[src/rtl/dvi_timing_ctrl.sv]
// Video timing controller and RGB555 pixel sequencer for the CH7301C (IDF=3 packing, codec reset).
// Optional: define DVI_UNDERFLOW_COUNT_EN to add a saturating underflow_count output.
module dvi_timing_ctrl #(
    parameter int unsigned H_VISIBLE     = 1024,
    parameter int unsigned H_FRONT       = 24,
    parameter int unsigned H_SYNC        = 136,
    parameter int unsigned H_BACK        = 160,
    parameter int unsigned V_VISIBLE     = 768,
    parameter int unsigned V_FRONT       = 3,
    parameter int unsigned V_SYNC        = 6,
    parameter int unsigned V_BACK        = 29,
    parameter bit          SYNC_POLARITY = 1'b0,
    parameter int unsigned RESET_CYCLES  = 1024
) (
    input  logic        clk,
    input  logic        rst,
    input  logic        en,
    input  logic [14:0] pix_data,
    input  logic        pix_valid,
    output logic        pix_ready,
    output logic [10:0] pix_x,
    output logic [9:0]  pix_y,
    output logic        frame_start,
    output logic        underflow,
    input  logic        underflow_clr,
    output logic [11:0] dvi_data_b,
    output logic [11:0] dvi_data_a,
    output logic        dvi_de,
    output logic        dvi_h,
    output logic        dvi_v,
`ifdef DVI_UNDERFLOW_COUNT_EN
    output logic [15:0] underflow_count,
`endif
    output logic        dvi_reset_b
);

    localparam int unsigned H_TOTAL = H_SYNC + H_BACK + H_VISIBLE + H_FRONT;
    localparam int unsigned V_TOTAL = V_SYNC + V_BACK + V_VISIBLE + V_FRONT;

    localparam logic [10:0] H_SYNC_END = 11'(H_SYNC);
    localparam logic [10:0] H_ACT_BEG  = 11'(H_SYNC + H_BACK);
    localparam logic [10:0] H_ACT_END  = 11'(H_SYNC + H_BACK + H_VISIBLE);
    localparam logic [10:0] H_LAST     = 11'(H_TOTAL - 1);
    localparam logic [9:0]  V_SYNC_END = 10'(V_SYNC);
    localparam logic [9:0]  V_VIS_BEG  = 10'(V_SYNC + V_BACK);
    localparam logic [9:0]  V_VIS_END  = 10'(V_SYNC + V_BACK + V_VISIBLE);
    localparam logic [9:0]  V_LAST     = 10'(V_TOTAL - 1);

    localparam logic SYNC_ON  = SYNC_POLARITY;
    localparam logic SYNC_OFF = ~SYNC_POLARITY;

    localparam int unsigned RW = (RESET_CYCLES > 1) ? $clog2(RESET_CYCLES + 1) : 1;
    localparam logic [RW-1:0] RST_LAST = RW'(RESET_CYCLES - 1);

    logic [10:0]   h;
    logic [9:0]    v;
    logic [RW-1:0] rst_cnt;
    logic          run;
    logic          vis_line;
    logic          active;
    logic          starve;

    // Codec reset: dvi_reset_b rises on the RESET_CYCLES-th edge after rst release.
    always_ff @(posedge clk or posedge rst) begin
        if (rst) begin
            rst_cnt     <= '0;
            dvi_reset_b <= 1'b0;
        end else if (!dvi_reset_b) begin
            rst_cnt <= rst_cnt + RW'(1);
            if (rst_cnt == RST_LAST)
                dvi_reset_b <= 1'b1;
        end
    end

    always_comb begin
        run       = en & dvi_reset_b;
        vis_line  = (v >= V_VIS_BEG) && (v < V_VIS_END);
        active    = (h >= H_ACT_BEG) && (h < H_ACT_END);
        pix_ready = run & vis_line & active;
        pix_x     = pix_ready ? (h - H_ACT_BEG) : '0;
        pix_y     = pix_ready ? (v - V_VIS_BEG) : '0;
        starve    = pix_ready & ~pix_valid;
    end

    always_ff @(posedge clk or posedge rst) begin
        if (rst) begin
            h <= '0;
            v <= '0;
        end else if (!run) begin
            h <= '0;
            v <= '0;
        end else if (h == H_LAST) begin
            h <= '0;
            v <= (v == V_LAST) ? '0 : v + 10'd1;
        end else begin
            h <= h + 11'd1;
        end
    end

    // Every output is gated by run so an idle controller never shows sync at the origin.
    always_ff @(posedge clk or posedge rst) begin
        if (rst) begin
            dvi_de      <= 1'b0;
            dvi_h       <= SYNC_OFF;
            dvi_v       <= SYNC_OFF;
            dvi_data_b  <= '0;
            dvi_data_a  <= '0;
            frame_start <= 1'b0;
        end else begin
            dvi_de      <= pix_ready;
            dvi_h       <= (run && vis_line && (h < H_SYNC_END)) ? SYNC_ON : SYNC_OFF;
            dvi_v       <= (run && (v < V_SYNC_END)) ? SYNC_ON : SYNC_OFF;
            frame_start <= run && (h == '0) && (v == '0);
            if (pix_ready && pix_valid) begin
                dvi_data_b <= {1'b0, pix_data[14:10], pix_data[9:8], 4'b0000};
                dvi_data_a <= {pix_data[7:5], pix_data[4:0], 4'b0000};
            end else begin
                dvi_data_b <= '0;
                dvi_data_a <= '0;
            end
        end
    end

    always_ff @(posedge clk or posedge rst) begin
        if (rst)
            underflow <= 1'b0;
        else if (starve)
            underflow <= 1'b1;
        else if (underflow_clr)
            underflow <= 1'b0;
    end

`ifdef DVI_UNDERFLOW_COUNT_EN
    always_ff @(posedge clk or posedge rst) begin
        if (rst)
            underflow_count <= '0;
        else if (underflow_clr)
            underflow_count <= starve ? 16'd1 : 16'd0;
        else if (starve && (underflow_count != '1))
            underflow_count <= underflow_count + 16'd1;
    end
`endif

endmodule

[config.mk]
export PLATFORM = sky130hd
export DESIGN_NAME = dvi_timing_ctrl
export DESIGN_NICKNAME = d
export VERILOG_FILES = /design/src/rtl/dvi_timing_ctrl.sv
export SDC_FILE = /design/constraint.sdc
export NUM_CORES = 1
export LEC_CHECK = 0
export CAP_MARGIN = 10
export CORE_MARGIN = 8
export CORE_UTILIZATION = 30
export CTS_CLUSTER_DIAMETER = 50
export DETAILED_ROUTE_END_ITERATION = 6
export PLACE_DENSITY = 0.59
export SETUP_SLACK_MARGIN = 0.2
export SKIP_CTS_REPAIR_TIMING = 1
export SYNTH_ARGS = -nofsm -noshare
export SYNTH_HDL_FRONTEND = slang
export SYNTH_SLANG_ARGS = --single-unit
[constraint.sdc]
create_clock -name clk -period 2.7 [get_ports clk]
set_clock_uncertainty 0.1 [all_clocks]
set_input_delay 0.54 -clock clk [delete_from_list [all_inputs] [get_ports clk]]
set_output_delay 0.54 -clock clk [all_outputs]
set_load 0.02 [all_outputs]
==> results by group, run 1 <==
STA
  • Final Max Slew Viols: 0
  • Crit path time final: 2.915 ns
  • Hold violation count in the final report: 0
  • Hold WS: around 0.38 ns
  • PnR worst setup slack: -0.2153 ns
  • Number of setup violations in the final report: 22
  • RSZ-0062 raised after global routing: yes
  • Fin crit share: 108.0%
  • F_max: 0.3430 GHz

Drt
  • Starting DRT DRC Count: 169
  • Drt first pass iters: 4
  • Drt via density: between 4 and 5
  • Drt drc: 0
  • Antenna viol nets, final: 0
  • WL final: 9117 um
  • Via count: 2792
  • Avg WL per Cell: approximately 16 um

Clocking
  • CTS H-tree depth: 2
  • Root buffer cell: clkbuf_8
  • Clock latency on the worst-skew pair: 0.31 ns
  • Clock-pin slew on the worst setup and hold paths: 0.10 ns
  • CTS tree: yes
  • Clock Sinks: 53
  • Clk buf depth: 2
  • Number of buffers created by CTS: 5

Finish
  • Fin cells: around 590
  • Synth-to-layout area growth: 45.44%
  • Antenna cells: 0
  • Design area: 4910 um^2
  • Proportion of layout cells with a drive suffix above 1: a little over a third
  • Final net count: 476

Logic synthesis
  • Seq/Total Area, Yosys: 39.36%
  • Mapped Cells: around 330
  • Top cells by area, synth: dfrtp_1 (38%), nor4_2 (9.6%), xnor2_1 (6.5%)
  • Synth unique cells: 55
  • Post-synth EDFFs: 0
  • Synth Flop Type: dfrtp_1
  • Synth async-reset ratio: 100.0%
  • Synth warn: 0
  • Area leader, netlist: dfrtp_1
  • Post-synth top area share: 37.81%
  • Post-synth top cells: dfrtp_1 (51), nand2_1 (32), nor4_2 (26)
  • Seq cells post-synth: 53
  • Synthesized cell area: roughly 3400 um^2
  • Most common cell in the synthesized netlist: dfrtp_1
  • Avg Inst Size Synth: 10.32 um^2

Die
  • CORE AREA: 10890 um^2
  • Ports: 72
  • Cell Rows: 38
  • Die Height: between 100 and 150 um
  • Initial Utilization: 31.00%
  • Die area: roughly 15000 um^2
  • Die X: approximately 120 um

Global route
  • Antenna violations before repair: 0
  • GRT Total Usage: 11.86%
  • Number of global-route vias before repair: ~2800
  • First-pass GRT wire length: about 14000 um
  • Largest net degree at the start of global routing: between 50 and 60
  • Grt total ovfl: 0

Place
  • Dpl cells: ~560
  • # port buffers: 62
  • Dpl ws: -0.4920 ns
  • Placed inst area: around 4600 um^2
  • Hpwl dp: a little under 7000 um
  • Gpl congestion: 0.8340

Setup path
  • Arr. time, crit path: between 2 and 2.5 ns
  • Worst setup EP type: primary output
  • CP max FO: 4
  • Required time worst endpoint: 2.06 ns
  • Startpoint types: flip-flop
  • Critical path class: flip-flop to primary output

Run status
  • Status: finished, violations left
  • Failing checks: negative setup slack

Power
  • P_leak: 0.001946 uW
  • Peak supply drop: 0.0001949 V
  • P per Cell Area: 289.9 nW/um^2

Job
  • Max Cap Viol: 0

Worst hold path
  • Hold Path Class: flip-flop to flip-flop
[layer usage]
layer  part of all wire [%]  up-vias  GRT usage (%)
met5                      0        -              0
met4                    1.5        0          3.503
met3                    6.2       12          3.147
met2                     46       75          18.93
met1                     46     1327          15.42
li1                       -     1378              -
[cell usage in the layout, fill, tap and decap left out, types with 2 or more instances in the layout]
cell type,count
buf_4,84
dfrtp_1,49
clkdlybuf4s50_1,40
nand2_1,32
xnor2_1,25
nor2_1,20
nor4_2,16
nor4_4,15
a31oi_1,12
inv_1,11
nand4_1,9
nor3_1,9
conb_1,9
o21ai_0,8
ha_1,8
buf_12,7
nand2b_1,6
nand3_1,5
xor2_1,5
and2_1,5
clkbuf_8,5
buf_6,5
clkbuf_2,5
nor4_1,4
nand3b_1,3
a21oi_1,3
a2111oi_4,3
and4b_1,2
a41oi_1,2
nor4b_2,2
o21ai_1,2
o31ai_1,2
and3_1,2
dfstp_2,2
dfrtp_2,2
[state kept, by name (all words and copies together) (netlist names)]
register     flops
dvi_v            1
dvi_reset_b      1
v               10
underflow        1
dvi_data_b       7
rst_cnt         11
dvi_de           1
dvi_h            1
h               11
dvi_data_a       8
frame_start      1
[critical path: stages, from the launching register on]
cell and delay (ns):
dfrtp_2 0.45, ha_4 0.18, o41ai_4 0.32, a21oi_2 0.12
nand2b_4 0.21, buf_12 0.15, buf_6 0.11, nor4_4 0.24
buf_4 0.19
[logic make-up (layout without fill, tap and decap cells)]
| group | Yosys count | after routing | synth area share [%] |
|---|---|---|---|
| DFF | 53 | 53 | 39.36 |
| and+or+nand+nor | 142 | 142 | 30.06 |
| muxes | 1 | 1 | 0.3336 |
| adders and majority gates | 9 | 9 | 3.336 |
| buffers and inverters | 49 | 162 | 9.192 |
| AOI/OAI and AO/OA | 42 | 42 | 9.822 |
| xor gates and xnor gates | 30 | 30 | 7.783 |
| other | 1 | 9 | 0.1111 |
[through the flow]
step | total power [uW] | setup TNS (ns) | util [%]
6_report | 1423 | -3.389 | 45.09
3_5_place_dp | 880.3 | -9.650 | 42.60
3_3_place_gp | 881.0 | -9.301 | 42.60
2_1_floorplan | 850.3 | 0 | -
5_1_grt | 1482 | -5.893 | 45.09
4_1_cts | 1436 | -15.64 | 43.62
[worst paths after layout]
kind,from,to,slack (ns),cells after the start
worst max-delay path,v[0]$_DFFE_PP0P_,pix_y[7],-0.22,8
worst min-delay path,rst_cnt[10]$_DFFE_PP0N_,rst_cnt[10]$_DFFE_PP0N_,0.38,1
worst max register to register,v[0]$_DFFE_PP0P_,dvi_data_b[10]$_DFF_PP0_,0.48,10
worst min register to register,rst_cnt[10]$_DFFE_PP0N_,rst_cnt[10]$_DFFE_PP0N_,0.38,1
max in group asynchronous,rst,dvi_h$_DFF_PP1_,1.71,3
min in group asynchronous,rst,underflow$_DFFE_PP0P_,0.49,3
[cell type report]
class / instances / area (um^2)
Clock inverter: 2 / 38.79
Clock buffer: 6 / 72.57
Inverter: 12 / 45.04
Tap cell: 140 / 175.2
Sequential cell: 53 / 1331
Fill cell: 1028 / 5978
Multi-Input combinational cell: 233 / 1969
Timing Repair Buffer: 142 / 1277
[power by group]
group	total, uW	internal [uW]	leakage, uW	switching (uW)
Sequential	793	793	0.000716	0.0000000000000185
Clock	559	279	0.0000554	280
Combinational	71.1	30.6	0.00117	40.5
Note: power is estimated with default switching activity, not from simulation.
==> run 2: changes to the inputs <==
- GPL_TIMING_DRIVEN: default -> 0
==> results by group, run 2 (same netlist as run 1, synthesis figures left out) <==
Drt
  • Drt drc: 0 (unchanged)
  • Drt via density: 4.834 (was 4.748)
  • Antenna viol nets, final: 0 (unchanged)
  • Starting DRT DRC Count: 241 (was 169)
  • Via count: 2770 (was 2792)
  • Avg WL per Cell: 16.22 um (was 15.51 um)
  • Drt first pass iters: 4 (unchanged)
  • WL final: 9292 um (was 9117 um)

Die
  • Initial Utilization: 31.00% (unchanged)
  • Cell Rows: 38 (unchanged)
  • CORE AREA: 10890 um^2 (unchanged)
  • Ports: 72 (unchanged)
  • Die Height: 122.1 um (unchanged)
  • Die X: 122.1 um (unchanged)
  • Die area: 14900 um^2 (unchanged)

Place
  • Dpl cells: 538 (was 564)
  • Gpl congestion: 0.8308 (was 0.8340)
  • # port buffers: 62 (unchanged)
  • Hpwl dp: 6368 um (was 6721 um)
  • Placed inst area: 4372 um^2 (was 4638 um^2)

Global route
  • Largest net degree at the start of global routing: 38 (was 54)
  • Antenna violations before repair: 0 (unchanged)
  • GRT Total Usage: 11.77% (was 11.86%)
  • Grt total ovfl: 0 (unchanged)
  • First-pass GRT wire length: 14100 um (was 14380 um)
  • Number of global-route vias before repair: 2594 (was 2799)

Finish
  • Commonest non-fill, non-tap cells in the layout: buf_4 (54), dfrtp_1 (47), clkdlybuf4s50_1 (40) (was buf_4 (84), dfrtp_1 (49), clkdlybuf4s50_1 (40))
  • Biggest regs: h (11), rst_cnt (11), v (10) (unchanged)
  • Fin cells: 573 (was 588)
  • Fillcell total: 1043 (was 1028)
  • Proportion of layout cells with a drive suffix above 1: 35.57% (was 36.61%)
  • Commonest non-fill, non-tap cell in the layout: buf_4 (unchanged)
  • Synth-to-layout area growth: 43.96% (was 45.44%)
  • Final net count: 462 (was 476)
  • Antenna cells: 0 (unchanged)
  • Design area: 4860 um^2 (was 4910 um^2)

STA
  • Number of setup violations in the final report: 22 (unchanged)
  • Crit path time final: 2.985 ns (was 2.915 ns)
  • Hold WS: 0.3871 ns (was 0.3764 ns)
  • F_max: 0.3351 GHz (was 0.3430 GHz)
  • Post-route setup TNS: -4.403 ns (was -3.389 ns)
  • Worst slew pin tran: around 0.62 ns
  • Final Max Slew Viols: 0 (unchanged)
  • Hold violation count in the final report: 0 (unchanged)
  • Slew margin rel.: roughly three fifths
  • RSZ-0062 raised after global routing: yes (unchanged)
  • PnR worst setup slack: -0.2846 ns (was -0.2153 ns)
  • Fin crit share: 110.5% (was 108.0%)

Run status
  • Failing checks: negative setup slack (unchanged)
  • Status: finished, violations left (unchanged)

Clocking
  • Clk buf depth: 2 (unchanged)
  • Clock-pin slew on the worst setup and hold paths: 0.10 ns (about the same)
  • Clock latency on the worst-skew pair: 0.30 ns (was 0.31 ns)
  • CTS tree: yes (unchanged)
  • Clock Sinks: 53 (unchanged)
  • CTS H-tree depth: 2 (unchanged)
  • Root buffer cell: clkbuf_8 (unchanged)
  • Number of buffers created by CTS: 5 (unchanged)

Setup path
  • Startpoint types: flip-flop (unchanged)
  • Required time worst endpoint: 2.06 ns (about the same)
  • Arr. time, crit path: 2.34 ns (was 2.28 ns)
  • Slowest stage cell, crit path: a2111o_1 (was dfrtp_2)
  • CP max FO: 3 (was 4)
  • Worst setup EP type: primary output (unchanged)
  • CP max stage delay: 0.50 ns (was 0.45 ns)
  • Flop2flop setup slack: 0.35 ns (was 0.48 ns)
  • Critical path class: flip-flop to primary output (unchanged)
  • Critical-path cell list: buf_6, a2111o_1, a2111oi_4, xnor2_1, nor4_2, buf_4 (was ha_4, o41ai_4, a21oi_2, nand2b_4, buf_12, buf_6, nor4_4, buf_4)

Power
  • Total power: 1342 uW (was 1423 uW)
  • P_leak: 0.001875 uW (was 0.001946 uW)
  • Peak supply drop: 0.0002063 V (was 0.0001949 V)
  • P per Cell Area: 276.2 nW/um^2 (was 289.9 nW/um^2)

Worst hold path
  • Hold Path Class: flip-flop to flip-flop (unchanged)

Job
  • Max Cap Viol: 0 (unchanged)
## run 2: stage by stage
step           util [%]  worst slack (ns)
6_report          44.63           -0.2846
5_1_grt           44.63           -0.3405
4_1_cts           40.98           -0.9206
3_5_place_dp      40.15           -0.7848
3_3_place_gp      39.97           -0.7655
2_1_floorplan         -            0.1632
## run 2: layout make-up
| type | instances | area, um^2 | area share [%] |
|---|---|---|---|
| clock inverters | 1 | 7.507 | 0.1545 |
| inverters | 12 | 45.04 | 0.9269 |
| flip-flops and latches | 53 | 1334 | 27.45 |
| repair buffers | 91 | 874.6 | 18.00 |
| well taps | 140 | 175.2 | 3.605 |
| clock buffers | 6 | 82.58 | 1.699 |
| multi-input cells | 233 | 2004 | 41.25 |
| plain buffers | 37 | 336.6 | 6.926 |
## run 2: layer usage
metal | track usage, % | vias to the layer above | routed length [um]
li1 | - | 1350 | -
met5 | 0 | - | 0
met2 | 17.53 | 86 | 4140
met3 | 3.239 | 4 | 559
met1 | 16.56 | 1330 | 4546
met4 | 2.589 | 0 | 45
## run 2: critical path: cells and delay by family, from the launching register on
kind	cells	cell delay (ns)
xor gates and xnor gates	1	0.13
AOI/OAI and AO/OA	2	0.83
buffers and inverters	2	0.34
and+or+nand+nor	1	0.30
DFF	1	0.44
## run 2: worst paths after layout
kind	from	to	cells past startpoint
setup / recovery	v[1]$_DFFE_PP0P_	pix_y[9]	6
hold / removal	rst_cnt[0]$_DFFE_PP0N_	rst_cnt[0]$_DFFE_PP0N_	1
setup reg to reg	h[0]$_DFF_PP0_	v[2]$_DFFE_PP0P_	7
hold reg to reg	rst_cnt[0]$_DFFE_PP0N_	rst_cnt[0]$_DFFE_PP0N_	1
max in group asynchronous	rst	dvi_v$_DFF_PP1_	3
min in group asynchronous	rst	rst_cnt[10]$_DFFE_PP0N_	2
## run 2: where the power goes
group	total (uW)	internal [uW]	leakage (uW)	switching, uW
Sequential	793	793	0.000713	0.0000000000000220
Combinational	81.2	38.5	0.00112	42.7
Clock	468	204	0.0000433	264
==> run 3: changes to the inputs <==
- CORE_MARGIN: 8 -> 5
- HOLD_SLACK_MARGIN: default -> 0.15
- REMOVE_ABC_BUFFERS: default -> 1
==> results by group, run 3 (same netlist as run 1, synthesis figures left out) <==
Run status
  • Status: finished, violations left (unchanged)
  • Failing checks: negative setup slack (unchanged)

Finish
  • Proportion of layout cells with a drive suffix above 1: 33.83% (was 35.57%)
  • Commonest non-fill, non-tap cells in the layout: buf_4 (49), dfrtp_1 (42), clkdlybuf4s50_1 (40) (was buf_4 (54), dfrtp_1 (47), clkdlybuf4s50_1 (40))
  • Antenna cells: 0 (unchanged)
  • Commonest non-fill, non-tap cell in the layout: buf_4 (unchanged)
  • Design area: 4717 um^2 (was 4860 um^2)
  • Final net count: 434 (was 462)
  • Biggest regs: h (11), rst_cnt (11), v (10) (unchanged)
  • Synth-to-layout area growth: 39.73% (was 43.96%)

Setup path
  • Slowest stage cell, crit path: dfrtp_2 (was a2111o_1)
  • Startpoint types: flip-flop (unchanged)
  • Critical path origin: v[1]$_DFFE_PP0P_ (unchanged)
  • Critical path endpoint: pix_y[6] (was pix_y[9])
  • Critical-path cell list: ha_4, o41ai_4, buf_4, a21oi_2, nand2b_4, buf_12, nor4_4, buf_4 (was buf_6, a2111o_1, a2111oi_4, xnor2_1, nor4_2, buf_4)
  • Arr. time, crit path: 2.23 ns (was 2.34 ns)
  • Worst setup EP type: primary output (unchanged)
  • R2r startpoint: h[0]$_DFF_PP0_ (unchanged)
  • Critical path class: flip-flop to primary output (unchanged)
  • Most common cell on crit path: buf_4
  • CP max stage delay: 0.44 ns (was 0.50 ns)
  • Worst path bufs/invs: 3 (was 2)
  • CP max FO: 11 (was 3)
  • Stages on worst setup path: 8 (was 6)
  • R2R depth: 5 (was 7)
  • Required time worst endpoint: 2.06 ns (about the same)
  • Crit path max-delay family: buffers and inverters (was compound AO/OA/AOI/OAI gates)
  • Flop2flop setup slack: 0.44 ns (was 0.35 ns)
  • Reg2reg end: v[5]$_DFFE_PP0P_ (was v[2]$_DFFE_PP0P_)

STA
  • Hold violation count in the final report: 0 (unchanged)
  • Hold WS: 0.3817 ns (was 0.3871 ns)
  • Crit path time final: 2.874 ns (was 2.985 ns)
  • Worst slew pin tran: 0.6298 ns (was 0.6169 ns)
  • Slew margin rel.: 57.82% (was 58.56%)
  • RSZ-0062 raised after global routing: yes (unchanged)
  • F_max: 0.3479 GHz (was 0.3351 GHz)
  • Number of setup violations in the final report: 22 (unchanged)
  • PnR worst setup slack: -0.1743 ns (was -0.2846 ns)
  • Final Max Slew Viols: 0 (unchanged)
  • Fin crit share: 106.5% (was 110.5%)

Place
  • Placed inst area: 4031 um^2 (was 4372 um^2)
  • # port buffers: 62 (unchanged)
  • Gpl congestion: 0.7951 (was 0.8308)
  • Hpwl dp: 5454 um (was 6368 um)

Global route
  • Grt total ovfl: 0 (unchanged)
  • Antenna violations before repair: 0 (unchanged)
  • Number of global-route vias before repair: 2497 (was 2594)
  • GRT Total Usage: 11.75% (was 11.77%)
  • Largest net degree at the start of global routing: 29 (was 38)
  • First-pass GRT wire length: 12930 um (was 14100 um)

Drt
  • Antenna viol nets, final: 0 (unchanged)
  • Starting DRT DRC Count: 151 (was 241)
  • Drt drc: 0 (unchanged)
  • Avg WL per Cell: 15.89 um (was 16.22 um)
  • WL final: 8662 um (was 9292 um)
  • Drt first pass iters: 4 (unchanged)
  • Drt via density: 4.897 (was 4.834)
  • Via count: 2669 (was 2770)

Power
  • P_leak: 0.001751 uW (was 0.001875 uW)
  • Total power: 1514 uW (was 1342 uW)
  • P per Cell Area: 320.9 nW/um^2 (was 276.2 nW/um^2)
  • Peak supply drop: 0.0002528 V (was 0.0002063 V)

Die
  • Cell Rows: 38 (unchanged)
  • CORE AREA: 10940 um^2 (was 10890 um^2)
  • Ports: 72 (unchanged)
  • Die Height: 116.1 um (was 122.1 um)
  • Initial Utilization: 30.87% (was 31.00%)
  • Die area: 13470 um^2 (was 14900 um^2)
  • Die X: 116.1 um (was 122.1 um)

Job
  • Max Cap Viol: 0 (unchanged)

Clocking
  • Clk buf depth: 2 (unchanged)
  • Clock-pin slew on the worst setup and hold paths: 0.07 ns (was 0.10 ns)
  • CTS H-tree depth: 2 (unchanged)
  • Clock Sinks: 53 (unchanged)
  • Number of buffers created by CTS: 5 (unchanged)
  • Clock latency on the worst-skew pair: 0.29 ns (was 0.30 ns)
  • CTS tree: yes (unchanged)
  • Root buffer cell: clkbuf_16 (was clkbuf_8)

Worst hold path
  • Hold Path Class: flip-flop to flip-flop (unchanged)
  • Min-delay src: rst_cnt[8]$_DFFE_PP0N_ (was rst_cnt[0]$_DFFE_PP0N_)
## run 3: changes by cell type in the layout (fill, tap and decap cells not counted), sizes merged
cell | before | now
clkbuf | 17 | 9
buf | 77 | 57
## run 3: layout make-up
cell class | instances | area (um^2)
clock inverter | 1 | 7.507
clock buffer | 6 | 138.9
multi-input combinational | 233 | 2024
timing repair buffer | 100 | 985.9
sequential | 53 | 1340
inverter | 12 | 45.04
fill | 1051 | 6218
tap | 140 | 175.2
## run 3: routing by layer
layer | global-route usage [%] | wire (um)
met1 | 17.32 | 3986
met2 | 17.64 | 4067
met3 | 2.924 | 543
met4 | 2.088 | 64
met5 | 0 | 0
## run 3: power by group
part           leakage, uW       switching, uW  internal (uW)
clock            0.0000690                 286            365
sequential        0.000704  0.0000000000000225            793
combinational     0.000978                40.4           29.5
total              0.00175                 326           1190
## run 3: through the flow
step	utilization [%]	setup TNS, ns	instances	worst slack (ns)
after floorplan	-	-63.50	298	-2.258
after global placement	36.00	-127.46	500	-3.701
after detailed placement	36.86	-17.94	504	-0.9686
after CTS	38.20	-24.23	511	-1.266
after global routing	43.14	-4.358	545	-0.2279
final	43.14	-2.852	545	-0.1743
## run 3: worst min-delay path by stage
stage | depth (start not counted) | to
2_1_floorplan | 1 | rst_cnt[10]$_DFFE_PP0N_
3_3_place_gp | 1 | rst_cnt[10]$_DFFE_PP0N_
3_5_place_dp | 1 | rst_cnt[10]$_DFFE_PP0N_
4_1_cts | 1 | rst_cnt[10]$_DFFE_PP0N_
5_1_grt | 1 | rst_cnt[10]$_DFFE_PP0N_
6_report | 1 | rst_cnt[8]$_DFFE_PP0N_
## run 3: worst reg2reg max path, stage by stage, from the launching register on
cell	delay [ns]
dfrtp_1	0.43
ha_1	0.23
nand3_2	0.18
nor4_4	0.64
or2b_2	0.40
a31oi_1	0.14
